**config.mk**
```make
export PLATFORM = sky130hd
export DESIGN_NAME = branch_predictor
export DESIGN_NICKNAME = d
export VERILOG_FILES = /design/src/rtl/branch_predictor.sv
export SDC_FILE = /design/constraint.sdc
export NUM_CORES = 1
export LEC_CHECK = 0
export BUFFER_PORTS_ARGS = -buffer_cell sky130_fd_sc_hd__buf_4
export CORE_ASPECT_RATIO = 1.75
export CORE_MARGIN = 1.5
export CORE_UTILIZATION = 41
export DETAILED_ROUTE_END_ITERATION = 8
export GPL_TIMING_DRIVEN = 0
export HOLD_SLACK_MARGIN = 0.08
export SETUP_SLACK_MARGIN = 0.15
export SYNTH_ARGS = -nofsm -noshare
export SYNTH_HDL_FRONTEND = slang
export SYNTH_SLANG_ARGS = --single-unit
```
**constraint.sdc**
```tcl
create_clock -name clk -period 5.4 [get_ports clk]
set_clock_uncertainty 0.05 [all_clocks]
set_input_delay 0.54 -clock clk [delete_from_list [all_inputs] [get_ports clk]]
set_output_delay 0.54 -clock clk [all_outputs]
set_load 0.02 [all_outputs]
```
**src/rtl/branch_predictor.sv**
```systemverilog
// IF-stage branch predictor: direct-mapped BTB with 2-bit saturating counters,
// trained by resolved beq/bne outcomes from ID.
module branch_predictor #(
  parameter int unsigned ENTRIES   = 16,
  parameter int unsigned IDX_W     = 4,
  parameter int unsigned ISA_WIDTH = 32
) (
  input  logic                 clk,
  input  logic                 rst,
  input  logic [ISA_WIDTH-1:0] if_pc,
  output logic                 predict_taken,
  output logic [ISA_WIDTH-1:0] predict_target,
  input  logic                 update_valid,
  input  logic [ISA_WIDTH-1:0] update_pc,
  input  logic                 update_taken,
  input  logic [ISA_WIDTH-1:0] update_target,
  input  logic                 update_mispredict,
  output logic [31:0]          branch_count,
  output logic [31:0]          mispredict_count
);

  localparam int unsigned TAG_W = ISA_WIDTH - IDX_W - 2;

  logic [ENTRIES-1:0]   valid_q;
  logic [TAG_W-1:0]     tag_q    [ENTRIES];
  logic [ISA_WIDTH-1:0] target_q [ENTRIES];
  logic [1:0]           ctr_q    [ENTRIES];

  logic [IDX_W-1:0] rd_idx;
  logic [TAG_W-1:0] rd_tag;
  logic [IDX_W-1:0] up_idx;
  logic [TAG_W-1:0] up_tag;
  logic             rd_hit;
  logic             up_hit;
  logic             unused_pc_bits;

  assign rd_idx = if_pc[IDX_W+1:2];
  assign rd_tag = if_pc[ISA_WIDTH-1:IDX_W+2];
  assign up_idx = update_pc[IDX_W+1:2];
  assign up_tag = update_pc[ISA_WIDTH-1:IDX_W+2];
  assign unused_pc_bits = ^{if_pc[1:0], update_pc[1:0]};

  assign rd_hit = valid_q[rd_idx] && (tag_q[rd_idx] == rd_tag);
  assign up_hit = valid_q[up_idx] && (tag_q[up_idx] == up_tag);

  always_comb begin
    predict_taken  = rd_hit && ctr_q[rd_idx][1];
    predict_target = if_pc + ISA_WIDTH'(4);
    if (predict_taken) predict_target = target_q[rd_idx];
  end

  // Valid bits, counters and statistics carry reset; reset wins over an update.
  always_ff @(posedge clk) begin
    if (rst) begin
      valid_q          <= '0;
      branch_count     <= '0;
      mispredict_count <= '0;
      for (int unsigned i = 0; i < ENTRIES; i++) ctr_q[i] <= 2'b01;
    end else if (update_valid) begin
      branch_count <= branch_count + 32'd1;
      if (update_mispredict) mispredict_count <= mispredict_count + 32'd1;
      if (up_hit) begin
        if (update_taken) begin
          if (ctr_q[up_idx] != 2'b11) ctr_q[up_idx] <= ctr_q[up_idx] + 2'd1;
        end else begin
          if (ctr_q[up_idx] != 2'b00) ctr_q[up_idx] <= ctr_q[up_idx] - 2'd1;
        end
      end else if (update_taken) begin
        valid_q[up_idx] <= 1'b1;
        ctr_q[up_idx]   <= 2'b10;
      end
    end
  end

  // Tags and targets are unreset storage; valid_q alone qualifies them.
  always_ff @(posedge clk) begin
    if (!rst && update_valid && update_taken) begin
      target_q[up_idx] <= update_target;
      if (!up_hit) tag_q[up_idx] <= up_tag;
    end
  end

endmodule

```
==> flow_summary.ini <==
[outcome]
status = finished, final reports clean

[critical_path]
r2r-start = tag_q[7][10]
r2r_slack_ns = 0.38
r2r_cells = 11
crit_top_cell = buf_4
reg2reg_to = tag_q[15][0]
path_buf_inv = 7
startpoint_type = input port
crit_family = buffers and inverters
slowest_stage = clkbuf_2
slowest_delay_ns = 0.49
path_depth = 15
cp_cell_sequence = buf_4 -> clkbuf_1 -> clkbuf_2 -> clkbuf_2 -> mux4_2 -> mux2i_1 -> a21oi_1 -> xnor2_1 -> nand2_1 -> or3_1 -> nor3_4 -> buf_12 -> buf_4 -> mux2_2 -> buf_4
worstSetupPathType = in2out
critPathMaxFanout = 10
arrival_ns = 4.66
required_ns = 4.81
end_kind = output pin

[sta]
finalSetupTns_ns = 0
whs_ns = 0.121
slew_headroom_pct = 19.0
fin_crit_sh_pct = 97.2
fmaxAchievable_ghz = 0.190
rsz0062_at_grt = true
hold_viol_final = 0
slew_viol_final = 0
tightest_slew_ns = 1.21
period_needed_ns = 5.25
final-setup-viol-count = 0
layout_setup_ws_ns = 0.149

[power_and_ir_drop]
p_per_area_nw_per_um2 = 322
ir_drop_uv = 277
swShare_pct = 23.1
p_int_uw = 13300
power.total_uw = 17300
p_leak_uw = 0.0173
seqPwrFrac_pct = 51.3
clkPwrFrac_pct = 40.4
combPwrFrac_pct = 8.3
power.switching_uw = 4000

[placement]
hpwl_um = 103000
pre_cts_ws_ns = -2.01
port_buffers = 188
placed_area_um2 = 49800
routabilityCongestion = 0.973

[grt]
antenna_found_initial = 4
grt_pass1_vias = 27619
grt_pass1_wl_um = 205000
grt_max_degree = 22
grtUsageTotal_pct = 26.1
grt-ovfl-total = 0

[yosys]
mappedNetlistNets = 2517
ys_warn_count = 0
synthSimpleGateAreaFrac_pct = 4.22
synth_top_family_by_area = multiplexers
syn_area_um2 = 45500
async_reset_ff_share_pct = 0
synth_edf_count = 960
synth_compound_area_share_pct = 2.24
synth.distinct_cells = 68
synth_cells = 2413
synth_mux_area_share_pct = 22.0
synth_fa_ha_area_share_pct = 0.0824
ys_ff_latch = 1040
yosys.area_share.xor_xnor_pct = 2.69
ys.flop_type = edfxtp_1
synth_area_per_cell_um2 = 18.9
yosysSeqAreaShare_pct = 66.8

[clock_tree]
cts_tree = yes
cts_made_buffers = 97
clockBufferDepth = 3
h-tree-depth = 3
cts.sinks = 1040
clock_latency_ns = 0.72
clk_pin_slew_ns = 0.07
clock_tree.root_cell = clkbuf_16

[floorplan]
die_y_um = 444
pin_count = 198
die_x_um = 255
die_area_um2 = 113000
start_util_pct = 41.4
core_um2 = 110000
fp-row-count = 161

[layout]
fill_cells = 9233
layout.nets = 2883
syn_to_final_growth_pct = 18.0
fin_area_um2 = 53800
layout-drive-gt1-share_pct = 33.0

[route]
wl_um = 146000
vias = 26194
drc = 0
drtIter0Drc = 2884
vias_per_cell = 6.06
ant_nets = 0
wl_per_cell_um = 33.7
dr.pass1.iters = 7

[min_path]
min_path_cells = 1
min-delay-start = update_pc[28]
hold_path_class = in2reg
min_to = tag_q[4][22]

[run]
drv_cap = 0
-- Yosys cell counts, types with 2 or more instances --
| library cell | n | area share (%) |
|---|---|---|
| a22o_1 | 4 | 0.077 |
| mux4_1 | 7 | 0.40 |
| ha_1 | 3 | 0.082 |
| mux4_2 | 379 | 19 |
| edfxtp_1 | 960 | 63 |
| nor4b_1 | 2 | 0.038 |
| a22oi_1 | 14 | 0.23 |
| a221oi_2 | 3 | 0.099 |
| buf_1 | 26 | 0.21 |
| buf_4 | 14 | 0.23 |
| inv_2 | 2 | 0.016 |
| o2bb2ai_1 | 2 | 0.038 |
| nand3_1 | 66 | 0.73 |
| mux2_2 | 31 | 0.77 |
| and4_1 | 8 | 0.15 |
| buf_2 | 29 | 0.32 |
| o21bai_1 | 7 | 0.12 |
| nand4_1 | 24 | 0.33 |
| buf_12 | 2 | 0.088 |
| o22ai_1 | 19 | 0.26 |
| nor4_1 | 7 | 0.096 |
| dfxtp_1 | 80 | 3.5 |
| nor3_1 | 28 | 0.31 |
| nor2_1 | 122 | 1.0 |
| and2_1 | 8 | 0.11 |
| or3_1 | 11 | 0.15 |
| xor2_1 | 62 | 1.2 |
| o2111ai_1 | 3 | 0.058 |
| clkbuf_1 | 62 | 0.51 |
| o21bai_2 | 10 | 0.25 |
| xnor2_1 | 78 | 1.5 |
| a211oi_1 | 11 | 0.18 |
| nand2b_1 | 6 | 0.082 |
| a21oi_1 | 27 | 0.30 |
| or4_1 | 3 | 0.049 |
| buf_6 | 9 | 0.22 |
| inv_1 | 38 | 0.31 |
| nand2_1 | 71 | 0.59 |
| o21ai_0 | 19 | 0.21 |
| mux2i_1 | 93 | 2.0 |
| nor2b_1 | 22 | 0.30 |
| and3_1 | 14 | 0.19 |
| o41ai_2 | 2 | 0.071 |
-- worst max-delay path by stage --
stage,to,slack (ns),startpoint
3_5_place_dp,predict_target[16],-2.01,if_pc[3]
2_1_floorplan,tag_q[12][0],1.07,update_pc[2]
5_1_grt,predict_target[16],0.14,if_pc[3]
3_3_place_gp,tag_q[6][0],-2.73,update_pc[2]
4_1_cts,predict_target[16],0.15,if_pc[2]
6_report,predict_target[15],0.15,if_pc[3]
-- logic make-up after synthesis --
logic type | Yosys count
DFF | 1040
muxes | 511
and+or+nand+nor | 397
buffers and inverters | 184
xor gates and xnor gates | 140
AOI/OAI and AO/OA | 138
adders and majority gates | 3
-- power groups by stage --
stage	clock network [uW]	logic (uW)	registers, uW
5_1_grt	7360	1490	8880
6_report	6990	1440	8880
2_1_floorplan	0	758	9050
3_3_place_gp	0	1350	9050
4_1_cts	7090	1430	8880
3_5_place_dp	0	1380	9050
-- worst reg2reg max path, delay by kind of cell, from the launching register on --
family | cells | cell delay, ns
simple gates | 5 | 2.23
xor+xnor | 1 | 0.23
compound gates | 1 | 0.31
mux | 2 | 0.71
flops | 1 | 0.42
buf+inv | 2 | 0.81
-- cells in the final DEF (no fill, tap or decap), types with 14 or more instances in the layout --
| cell type | synthesis | layout |
|---|---|---|
| o22ai_1 | 19 | 19 |
| clkbuf_2 | 0 | 22 |
| buf_4 | 14 | 212 |
| clkbuf_16 | 0 | 103 |
| nor2_4 | 0 | 32 |
| a21oi_1 | 27 | 27 |
| nand2_1 | 71 | 71 |
| mux2_2 | 31 | 31 |
| nand4_1 | 24 | 24 |
| dfxtp_1 | 80 | 80 |
| mux4_2 | 379 | 379 |
| xnor2_1 | 78 | 76 |
| nor3_1 | 28 | 28 |
| clkbuf_1 | 62 | 53 |
| buf_6 | 9 | 16 |
| clkinv_2 | 0 | 23 |
| dlygate4sd3_1 | 0 | 42 |
| xor2_1 | 62 | 62 |
| and3_1 | 14 | 14 |
| nor2_1 | 122 | 90 |
| mux2i_1 | 93 | 91 |
| a22oi_1 | 14 | 14 |
| nor2b_1 | 22 | 21 |
| edfxtp_1 | 960 | 960 |
| buf_12 | 2 | 25 |
| nand3_1 | 66 | 66 |
| inv_1 | 38 | 38 |
| o21ai_0 | 19 | 18 |
-- layout make-up --
| cell class | count | area [um2] | area share, % |
|---|---|---|---|
| antenna | 3 | 7.51 | 0.0140 |
| buffer | 144 | 1010 | 1.87 |
| clock buffer | 125 | 2700 | 5.03 |
| clock inverter | 51 | 492 | 0.915 |
| inverter | 40 | 150 | 0.279 |
| multi-input combinational | 1189 | 14500 | 27.0 |
| sequential | 1040 | 30400 | 56.6 |
| tap | 1467 | 1840 | 3.41 |
| timing repair buffer | 267 | 2650 | 4.92 |
-- state kept, by name, summed over array words and instances, names as in the netlist --
signal and flops:
tag_q 416, ctr_q 32, mispredict_count 32, target_q 512
valid_q 16, branch_count 32
-- per-stage QoR --
step	instances	utilization, %
CTS	4322	48.8
global placement	4068	44.4
global route	4325	48.9
detailed placement	4102	45.3
floorplan	2413	-
finish	4326	48.9
-- per-layer routing --
metal / share of wire [%] / GRT usage (%)
met5: 0 / 0
met4: 7.7 / 17.4
met2: 52 / 45.7
met1: 33 / 29.0
met3: 6.6 / 4.31
-- repair_timing --
action,in CTS,in global routing
endpoints found under the setup margin,380,31
pin swaps,1,1
hold endpoints to repair,579,0
hold buffers,42,0
resized for setup,104,10
buffers inserted,2,1
Power figures use the tool's default switching activity.
